## config.mk

```make
export PLATFORM = sky130hd
export DESIGN_NAME = integ_dump_ctrl_flat
export DESIGN_NICKNAME = d
export VERILOG_FILES = /design/src/rtl/integ_dump_pkg.sv /design/src/rtl/integ_dump_ctrl_if.sv /design/src/rtl/integ_dump_sat.sv /design/src/rtl/integ_dump_ctrl.sv /design/src/flat_wrapper.sv
export SDC_FILE = /design/constraint.sdc
export NUM_CORES = 1
export LEC_CHECK = 0
export BUFFER_PORTS_ARGS = -buffer_cell sky130_fd_sc_hd__buf_2
export CORE_ASPECT_RATIO = 2
export CORE_UTILIZATION = 61
export DETAILED_ROUTE_END_ITERATION = 10
export GPL_TIMING_DRIVEN = 0
export PLACE_DENSITY = 0.82
export SYNTH_ARGS = -nofsm -noshare
export SYNTH_HDL_FRONTEND = slang
export SYNTH_SLANG_ARGS = --single-unit
```

## constraint.sdc

```tcl
create_clock -name clk -period 6.2 [get_ports clk]
set_input_delay 0.31 -clock clk [delete_from_list [all_inputs] [get_ports clk]]
set_output_delay 0.31 -clock clk [all_outputs]
set_load 0.05 [all_outputs]
```

## src/rtl/integ_dump_pkg.sv

```systemverilog
// Shared definitions for the integrate-and-dump controller.
// Holds the FSM state encoding, datapath widths and a helper that turns the
// 8-bit length field into a sample count (0 encodes a full 256-sample dump).
package integ_dump_pkg;

    localparam int DATA_W    = 9;
    localparam int ACC_W     = 17;
    localparam int LEN_W     = 8;
    localparam int SHIFT_W   = 4;
    localparam int SHIFT_MAX = 8;
    localparam int CNT_W     = LEN_W + 1;

    typedef enum logic [1:0] {
        IDLE  = 2'd0,
        ACCUM = 2'd1,
        DUMP  = 2'd2
    } state_e;

    // len == 0 means 256 samples, which needs the extra counter bit.
    function automatic logic [CNT_W-1:0] len_to_count(input logic [LEN_W-1:0] len);
        if (len == '0) begin
            return {1'b1, {LEN_W{1'b0}}};
        end
        return {1'b0, len};
    endfunction

endpackage

```

## src/rtl/integ_dump_ctrl_if.sv

```systemverilog
// Bus bundle for the integrate-and-dump controller.
// master: job control, sample stream source and result sink (the user side).
// slave : the controller itself.
// Signals: start/len/shift/cont/abort (job control), in_valid/in_data/in_ready
// (sample stream), out_valid/out_data/out_sat/out_ready (result stream), busy.
interface integ_dump_ctrl_if;
    import integ_dump_pkg::*;

    logic                      start;
    logic [LEN_W-1:0]          len;
    logic [SHIFT_W-1:0]        shift;
    logic                      cont;
    logic                      abort;
    logic                      in_valid;
    logic signed [DATA_W-1:0]  in_data;
    logic                      in_ready;
    logic                      out_valid;
    logic                      out_ready;
    logic signed [DATA_W-1:0]  out_data;
    logic                      out_sat;
    logic                      busy;

    modport master (
        output start, len, shift, cont, abort, in_valid, in_data, out_ready,
        input  in_ready, out_valid, out_data, out_sat, busy
    );

    modport slave (
        input  start, len, shift, cont, abort, in_valid, in_data, out_ready,
        output in_ready, out_valid, out_data, out_sat, busy
    );

endinterface

```

## src/rtl/integ_dump_sat.sv

```systemverilog
// Combinational shift-and-saturate for the dump result.
// Ports: acc_i   - 17-bit signed accumulator value
//        shift_i - arithmetic right shift amount, anything above 8 acts as 8
//        data_o  - 9-bit signed result clamped to [-256, +255]
//        sat_o   - high when clamping changed the value
module integ_dump_sat
    import integ_dump_pkg::*;
(
    input  logic signed [ACC_W-1:0]   acc_i,
    input  logic [SHIFT_W-1:0]        shift_i,
    output logic signed [DATA_W-1:0]  data_o,
    output logic                      sat_o
);

    localparam int OUT_MAX = 2 ** (DATA_W - 1) - 1;
    localparam int OUT_MIN = -(2 ** (DATA_W - 1));
    localparam logic signed [ACC_W-1:0] SAT_HI = ACC_W'(OUT_MAX);
    localparam logic signed [ACC_W-1:0] SAT_LO = ACC_W'(OUT_MIN);

    logic [SHIFT_W-1:0]       shift_eff;
    logic signed [ACC_W-1:0]  shifted;

    always_comb begin
        shift_eff = (shift_i > SHIFT_W'(SHIFT_MAX)) ? SHIFT_W'(SHIFT_MAX) : shift_i;
        shifted   = acc_i >>> shift_eff;
        if (shifted > SAT_HI) begin
            data_o = SAT_HI[DATA_W-1:0];
            sat_o  = 1'b1;
        end else if (shifted < SAT_LO) begin
            data_o = SAT_LO[DATA_W-1:0];
            sat_o  = 1'b1;
        end else begin
            data_o = shifted[DATA_W-1:0];
            sat_o  = 1'b0;
        end
    end

endmodule

```

## src/rtl/integ_dump_ctrl.sv

```systemverilog
// Integrate-and-dump controller.
// Accumulates a job of len signed samples (0 = 256), then presents the sum
// shifted right by the latched shift and saturated to 9 bits. In continuous
// mode the job restarts automatically after each result handshake.
// Ports: clk    - sole clock, rising edge
//        resetb - asynchronous active-low reset
//        bus    - slave side of integ_dump_ctrl_if (control, samples, result)
//
// state | meaning
// ------+-----------------------------------------------------------
// IDLE  | waiting for start; no samples taken, no result offered
// ACCUM | taking samples, counter counts down to the last one
// DUMP  | result held on out_data/out_sat until the consumer takes it
module integ_dump_ctrl
    import integ_dump_pkg::*;
(
    input  logic               clk,
    input  logic               resetb,
    integ_dump_ctrl_if.slave   bus
);

    state_e                    state_q, state_d;
    logic signed [ACC_W-1:0]   acc_q, acc_d;
    logic [CNT_W-1:0]          cnt_q, cnt_d;
    logic [LEN_W-1:0]          len_q, len_d;
    logic [SHIFT_W-1:0]        shift_q, shift_d;
    logic                      cont_q, cont_d;
    logic signed [DATA_W-1:0]  out_data_q, out_data_d;
    logic                      out_sat_q, out_sat_d;

    logic                      in_ready;
    logic                      out_valid;
    logic                      busy;
    logic                      sample_ok;
    logic                      last_sample;
    logic signed [ACC_W-1:0]   acc_sum;
    logic signed [DATA_W-1:0]  sat_data;
    logic                      sat_flag;

    assign sample_ok   = bus.in_valid & in_ready;
    assign last_sample = sample_ok & (cnt_q == CNT_W'(1));
    assign acc_sum     = acc_q + {{(ACC_W-DATA_W){bus.in_data[DATA_W-1]}}, bus.in_data};

    // Saturation looks at the sum including the current sample so the result
    // can be registered in the same cycle the last sample is accepted.
    integ_dump_sat u_sat (
        .acc_i   (acc_sum),
        .shift_i (shift_q),
        .data_o  (sat_data),
        .sat_o   (sat_flag)
    );

    always_ff @(posedge clk or negedge resetb) begin
        if (!resetb) begin
            state_q <= IDLE;
        end else begin
            state_q <= state_d;
        end
    end

    always_comb begin
        state_d = state_q;
        if (bus.abort) begin
            state_d = IDLE;
        end else begin
            unique case (state_q)
                IDLE:    if (bus.start) state_d = ACCUM;
                ACCUM:   if (last_sample) state_d = DUMP;
                DUMP:    if (bus.out_ready) state_d = cont_q ? ACCUM : IDLE;
                default: state_d = IDLE;
            endcase
        end
    end

    always_comb begin
        in_ready  = (state_q == ACCUM);
        out_valid = (state_q == DUMP);
        busy      = (state_q != IDLE);
    end

    always_comb begin
        acc_d      = acc_q;
        cnt_d      = cnt_q;
        len_d      = len_q;
        shift_d    = shift_q;
        cont_d     = cont_q;
        out_data_d = out_data_q;
        out_sat_d  = out_sat_q;
        if (bus.abort) begin
            acc_d = '0;
            cnt_d = '0;
        end else begin
            unique case (state_q)
                IDLE: begin
                    if (bus.start) begin
                        acc_d   = '0;
                        cnt_d   = len_to_count(bus.len);
                        len_d   = bus.len;
                        shift_d = bus.shift;
                        cont_d  = bus.cont;
                    end
                end
                ACCUM: begin
                    if (sample_ok) begin
                        acc_d = acc_sum;
                        cnt_d = cnt_q - CNT_W'(1);
                    end
                    if (last_sample) begin
                        out_data_d = sat_data;
                        out_sat_d  = sat_flag;
                    end
                end
                DUMP: begin
                    if (bus.out_ready && cont_q) begin
                        acc_d = '0;
                        cnt_d = len_to_count(len_q);
                    end
                end
                default: ;
            endcase
        end
    end

    always_ff @(posedge clk or negedge resetb) begin
        if (!resetb) begin
            acc_q      <= '0;
            cnt_q      <= '0;
            len_q      <= '0;
            shift_q    <= '0;
            cont_q     <= 1'b0;
            out_data_q <= '0;
            out_sat_q  <= 1'b0;
        end else begin
            acc_q      <= acc_d;
            cnt_q      <= cnt_d;
            len_q      <= len_d;
            shift_q    <= shift_d;
            cont_q     <= cont_d;
            out_data_q <= out_data_d;
            out_sat_q  <= out_sat_d;
        end
    end

    assign bus.in_ready  = in_ready;
    assign bus.out_valid = out_valid;
    assign bus.busy      = busy;
    assign bus.out_data  = out_data_q;
    assign bus.out_sat   = out_sat_q;

endmodule

```

## src/flat_wrapper.sv

```systemverilog
// flat-port wrapper written by rule: the top's interface ports become plain ports
module integ_dump_ctrl_flat import integ_dump_pkg::*;
  (clk, resetb, bus_start, bus_len, bus_shift, bus_cont, bus_abort, bus_in_valid, bus_in_data, bus_out_ready, bus_in_ready, bus_out_valid, bus_out_data, bus_out_sat, bus_busy);
  integ_dump_ctrl_if bus_i ();
  input  logic clk;
  input  logic resetb;
  input wire logic [$bits(bus_i.start)-1:0] bus_start;
  input wire logic [$bits(bus_i.len)-1:0] bus_len;
  input wire logic [$bits(bus_i.shift)-1:0] bus_shift;
  input wire logic [$bits(bus_i.cont)-1:0] bus_cont;
  input wire logic [$bits(bus_i.abort)-1:0] bus_abort;
  input wire logic [$bits(bus_i.in_valid)-1:0] bus_in_valid;
  input wire logic [$bits(bus_i.in_data)-1:0] bus_in_data;
  input wire logic [$bits(bus_i.out_ready)-1:0] bus_out_ready;
  output wire logic [$bits(bus_i.in_ready)-1:0] bus_in_ready;
  output wire logic [$bits(bus_i.out_valid)-1:0] bus_out_valid;
  output wire logic [$bits(bus_i.out_data)-1:0] bus_out_data;
  output wire logic [$bits(bus_i.out_sat)-1:0] bus_out_sat;
  output wire logic [$bits(bus_i.busy)-1:0] bus_busy;
  assign bus_i.start = bus_start;
  assign bus_i.len = bus_len;
  assign bus_i.shift = bus_shift;
  assign bus_i.cont = bus_cont;
  assign bus_i.abort = bus_abort;
  assign bus_i.in_valid = bus_in_valid;
  assign bus_i.in_data = bus_in_data;
  assign bus_i.out_ready = bus_out_ready;
  assign bus_in_ready = bus_i.in_ready;
  assign bus_out_valid = bus_i.out_valid;
  assign bus_out_data = bus_i.out_data;
  assign bus_out_sat = bus_i.out_sat;
  assign bus_busy = bus_i.busy;
  integ_dump_ctrl u_core (.clk(clk), .resetb(resetb), .bus(bus_i));
endmodule
```

## Word level (Yosys, flattened, before mapping)

Index checks and enable logic that the tools add are counted.

- Add/subtract/negate cells: 2
- Order comparisons: 3
- Equal/unequal tests: 8
- Shift-type cells: 1
- Multiplexer cells: 33
- Bitwise logic cells: 3
- Reduce and logical (&&, ||, !) cells: 10

Operators with widths:

| cell | number |
|---|---|
| 9-bit two-way mux | 10 |
| 17-bit two-way mux | 4 |
| 17-bit one-hot mux with 3 select lines | 1 |
| 9-bit one-hot mux with 3 select lines | 1 |
| 17-bit adder | 1 |
| 17-bit by 9-bit greater-than comparator with 1-bit output, second input constant | 1 |
| 17-bit by 9-bit less-than comparator with 1-bit output, second input constant | 1 |
| 17-bit by 4-bit >>> shifter with 17-bit output | 1 |
| 8-bit zero test | 2 |
| 3-bit != test, second input constant | 4 |
| 1-bit two-way mux | 11 |
| 9-bit by 1-bit equality test with 1-bit output, second input constant | 1 |
| 3-bit AND reduction | 3 |
| 9-bit by 1-bit subtractor with 9-bit output, second input constant | 1 |
| 2-bit two-way mux | 4 |
| 2-bit one-hot mux with 3 select lines | 1 |
| 4-bit greater-than comparator, second input constant | 1 |
| 4-bit two-way mux | 1 |
| 4-bit AND reduction | 1 |
| 4-bit nonzero test | 1 |
| 3-bit by 2-bit != test with 1-bit output, second input constant | 1 |
| 1-bit AND | 2 |
| 2-bit by 1-bit equality test with 1-bit output, second input constant | 1 |
| 2-bit equality test, second input constant | 1 |
| 4 further kinds | 4 |

- Bits in registers: 51
- Bits of input ports: 28
- Output and inout port bits: 13
- Logic and storage cells: 68

## Longest topological paths before layout

- Word-level depth: 9
- Depth in mapped cells: 12
- Mapped depth without buffers: 12

## Cells and area by module

Synthesis repeated with hierarchy kept, for this count alone.

- Cells, all modules: 518
- Area, all modules: 4563.1 um2

By module, submodules not included:

| module | instances | cells an instance | area an instance (um2) | seq. area each (um2) |
|---|---|---|---|---|
| integ_dump_ctrl | 1 | 340 | 3286.9 | 1276.2 |
| integ_dump_sat | 1 | 178 | 1276.2 | 0.0 |

## Least setup slack after synthesis

OpenSTA, ideal clock, no wires.

- Path kind: register to register
- Start: reg u_core.acc_q[0]
- End: reg u_core.out_data_q[1], in the netlist u_core.bus.out_data[1]
- Library setup time: 131 ps
- Arrival: 3189 ps
- Required time: 6069 ps
- Path slack: 2880 ps
- Cell stages (with the launch flop): 13
- Path buffers: 0
- Clock period less this slack: 3320 ps
- Path through: dfrtp_1 ha_1 fa_1 a211oi_2 o21ai_4 o31ai_2 xor2_1 inv_1 mux4_2 a2111oi_4 o211ai_2 a21oi_4 o22ai_1

- Word-level cells in the longest chain between the ends: 5
- Elaborated cells on any way between the ends: 6
- Classes of those cells: add/sub: 1; order compare: 2; shift: 1; mux: 2

Ends and longest elaborated chain:

| item | line | RTL |
|---|---|---|
| start: declaration | integ_dump_ctrl.sv:23 | `logic signed [ACC_W-1:0] acc_q, acc_d;` |
| start signal: assignment | integ_dump_ctrl.sv:126 | `acc_q <= '0;` |
| start signal: assignment | integ_dump_ctrl.sv:134 | `acc_q <= acc_d;` |
| 17-bit adder * | integ_dump_ctrl.sv:42 | `assign acc_sum = acc_q + {{(ACC_W-DATA_W){bus.in_data[DATA_W-1]}}, bus.in_data};` |
| 17-bit by 4-bit >>> shifter with 17-bit output * | integ_dump_sat.sv:25 | `shifted = acc_i >>> shift_eff;` |
| 17-bit by 9-bit less-than comparator with 1-bit output | integ_dump_sat.sv:29 | `end else if (shifted < SAT_LO) begin` |
| 9-bit two-way mux | integ_dump_sat.sv:29 |  |
| 9-bit two-way mux * | integ_dump_sat.sv:26 | `if (shifted > SAT_HI) begin` |
| end signal: assignment | integ_dump_ctrl.sv:139 | `out_data_q <= out_data_d;` |
| end: declaration | integ_dump_ctrl.sv:28 | `logic signed [DATA_W-1:0] out_data_q, out_data_d;` |

Mark *: on every way between the ends. The rest lies on a longest branch, timed or not.
A chain may end at the register's enable or synchronous reset.

## Worst setup path in the final report

- Start: reg u_core.acc_q[0]
- End: reg u_core.out_data_q[5], in the netlist u_core.bus.out_data[5]

Same word-level chain as after synthesis.

==> results.md <==
* Status: completed
* Worst VDD drop at 0.0004147 V
* Count of different cell masters after synthesis at 70
* Mapped Cells at 478
* Routability cong. at 0.9845
* Max_cap viols at 0
* Postcts setup bufs at 0
* Worst-path maximum fanout at 6
* EDFF count, synth at 0
* GR Util met2 at 62.71%
* Clock transition at path regs at 0.07 ns
* Die X at 60.49 microns
* Max_slew headroom at 21.43%
* Met1 Resource Use GR at 36.01%
* Syn avg cell area at 8.732 sq um
* HP Class: primary input to async pin
* Starting Density at 63.04%
* Layout cell share with drive strength beyond 1 at 16.35%
* Die ar. at 7197 sq um
* #FFs+latches synth at 51
* Initial antenna violation count at 0
* Clock period minus final worst setup slack at 3.922 ns
* CTS resizes at 0
* Synth area leaders: dfrtp_1 31%, ha_1 6.9%, nor2_1 4.4%
* Total core area at 6621 sq um
* Overall power at 2.437 mW
* Finish-stage setup viols at 0
* Initial DRC Count at 257
* Syn_nets at 530
* Worst-margin pin slew at 1.179 ns
* Async set-reset flop share out of synthesis at 100.0%
* Die span in y at 119.0 microns
* Clk buf depth at 2
* Post-Place Cells at 606
* Hold Vio Cnt, Final at 0
* RSZ-0062 raised after global routing: no
* Leak Pwr at 2.030 nW
* WS Path Type: flop to flop
* Buffers on Ports at 40
* Setup TNS at 0 ns
* Crit share post-route at 63.26%
* Pre-Repair DR Iteration Count at 5
* Crit path launch type: flop
* First-pass GRT wire length at 19.31 mm
* DR WL/cell at 19.09 microns
* GR Overflow Total at 0
* Hold-fix buffers, CTS at 0
* Post-Layout Cell Count at 614
* Number of vias in the routed layout at 4081
* Placed inst area at 4484 sq um
* Buf/Inv on CP at 0
* Dominant synthesized flop cell: dfrtp_1
* Fmax at 255.0 MHz
* Clock Latency Late Sink at 0.30 ns
* Most Crowded Layer GR: met2
* GR Util All Layers at 35.76%
* M3 GR Usage at 5.755%
* Delay-heaviest family, CP: compound AO/OA/AOI/OAI gates
* Syn Std Cell Area at 4174 sq um
* Routed WL at 11.72 mm
* Slowest CP cell: or4b_1
* Via density at 6.647
* CP peak stage delay at 0.57 ns
* Area fraction of the dominant cell type after synthesis at 30.58%
* Total CTS buffers at 5
* Number of global-route vias before repair at 4092
* Cell chain of the critical path: ha_1 -> fa_1 -> a211oi_2 -> o21ai_4 -> a31oi_1 -> mux2i_1 -> nor3_1 -> or4b_1 -> a21o_1 -> o41ai_4 -> nand2_2 -> o22ai_1
* H-tree depth at 2
* Register area share after synthesis at 30.58%
* Max-slew violations at 0
* Largest net degree at the start of global routing at 52
* DRT antenna net count at 0
* Fin nets at 577
* Power Density at 526.3 nW/um^2
* Critical path endpoint category: flop
* Syn. warnings at 0
* Final Instance Area at 4629 sq um
* Final HPWL DP at 9.101 mm
* Rows at 42
* Root Driver: clkbuf_16
* TritonCTS clock tree: yes
* IO Count at 41
* Clock Sinks at 51
* Critical path required time at 6.42 ns
* DR DRC count at 0
* Layout area overhead at 10.91%
* WP data arrival at 4.14 ns
* Ant. Diodes at 0
* Cell accounting for the most synthesized area: dfrtp_1
* Final setup skew at 0.005206 ns
==> layout make-up <==
type	count	area, sq um
fillers	587	1992
clock inverters	2	16.27
inverters	15	56.30
plain buffers	26	111.4
flip-flops and latches	51	1276
multi-input cells	386	2730
well taps	88	110.1
repair buffers	40	200.2
clock buffers	6	128.9
==> cell usage in the layout, fill, tap and decap left out, types with 7 or more instances in the layout <==
master,synthesis,final
xor2_1,10,10
a22o_1,13,13
xnor2_1,10,10
a211oi_1,9,9
clkbuf_1,18,19
nand3_1,12,12
a21oi_1,33,33
mux2i_1,8,8
o21ai_0,28,28
buf_2,2,42
o211ai_1,7,7
o22ai_1,9,9
dfrtp_1,51,51
nor3_1,8,8
inv_1,15,15
mux2_2,16,16
nand2_1,42,42
ha_1,23,23
nor2_1,49,49
==> cell families (layout without fill, tap and decap cells) <==
logic type	Yosys count	after routing	synth area share (%)
AO/OA/AOI/OAI	163	163	28.42
AND/OR/NAND/NOR	151	151	17.18
flip-flops	51	51	30.58
buffers and inverters	41	89	4.017
multiplexers	27	27	7.854
adder cells (fa/ha/maj)	24	24	7.374
XOR/XNOR	21	21	4.586
==> cell usage after synthesis, types with 4 or more instances <==
master,count
o21ai_0,28
a31oi_1,5
dfrtp_1,51
inv_1,15
nand2_1,42
o21ai_1,6
mux2i_1,8
xnor2_1,10
a22oi_1,6
nor4_1,5
o22ai_1,9
a211o_1,4
o211ai_1,7
a211oi_1,9
nand2b_1,6
nor3_1,8
buf_1,4
nor2_1,49
ha_1,23
mux2_2,16
clkbuf_1,18
a21oi_1,33
nor2b_1,6
a22o_1,13
nand3b_1,4
xor2_1,10
nand3_1,12
a21o_1,6
==> path summary, 6_finish.rpt <==
path                                  start                      to  slack, ns  depth (start not counted)
setup / recovery            u_core.acc_q[0]  u_core.bus.out_data[5]       2.28                         12
hold / removal                       resetb        u_core.acc_q[12]       0.24                          1
setup reg to reg            u_core.acc_q[0]  u_core.bus.out_data[5]       2.28                         12
hold reg to reg            u_core.acc_q[14]        u_core.acc_q[14]       0.49                          2
max in group asynchronous            resetb         u_core.acc_q[0]       5.23                          1
min in group clk                   bus_cont           u_core.cont_q       0.24                          2
==> stage by stage <==
stage,hold slack [ns],worst slack (ns),utilization [%]
finish,0.2384,2.278,69.92
global route,0.2404,2.058,69.92
CTS,0.2360,2.385,69.92
detailed placement,0.4787,2.366,67.72
global placement,0.4676,2.427,67.72
floorplan,0.01441,2.880,-
==> power by group <==
group	total, mW	switching (mW)	internal (mW)	leakage (nW)
clock	0.286	0.134	0.152	0.0675
sequential	0.543	0.101	0.442	0.638
combinational	1.61	1.01	0.595	1.32
total	2.44	1.25	1.19	2.03
==> routing by layer <==
layer  wire length (microns)  part of all wire (%)
met1                    4107                    35
met2                    6464                    55
met3                     398                   3.4
met4                     751                   6.4
met5                       0                     0
==> state kept, by name, summed over array words and instances (netlist names) <==
register             count
u_core.cnt_q             9
u_core.bus.out_sat       1
u_core.state_q           2
u_core.cont_q            1
u_core.acc_q            17
u_core.shift_q           4
u_core.bus.out_data      9
u_core.len_q             8
(Power assumes the default switching activity.)
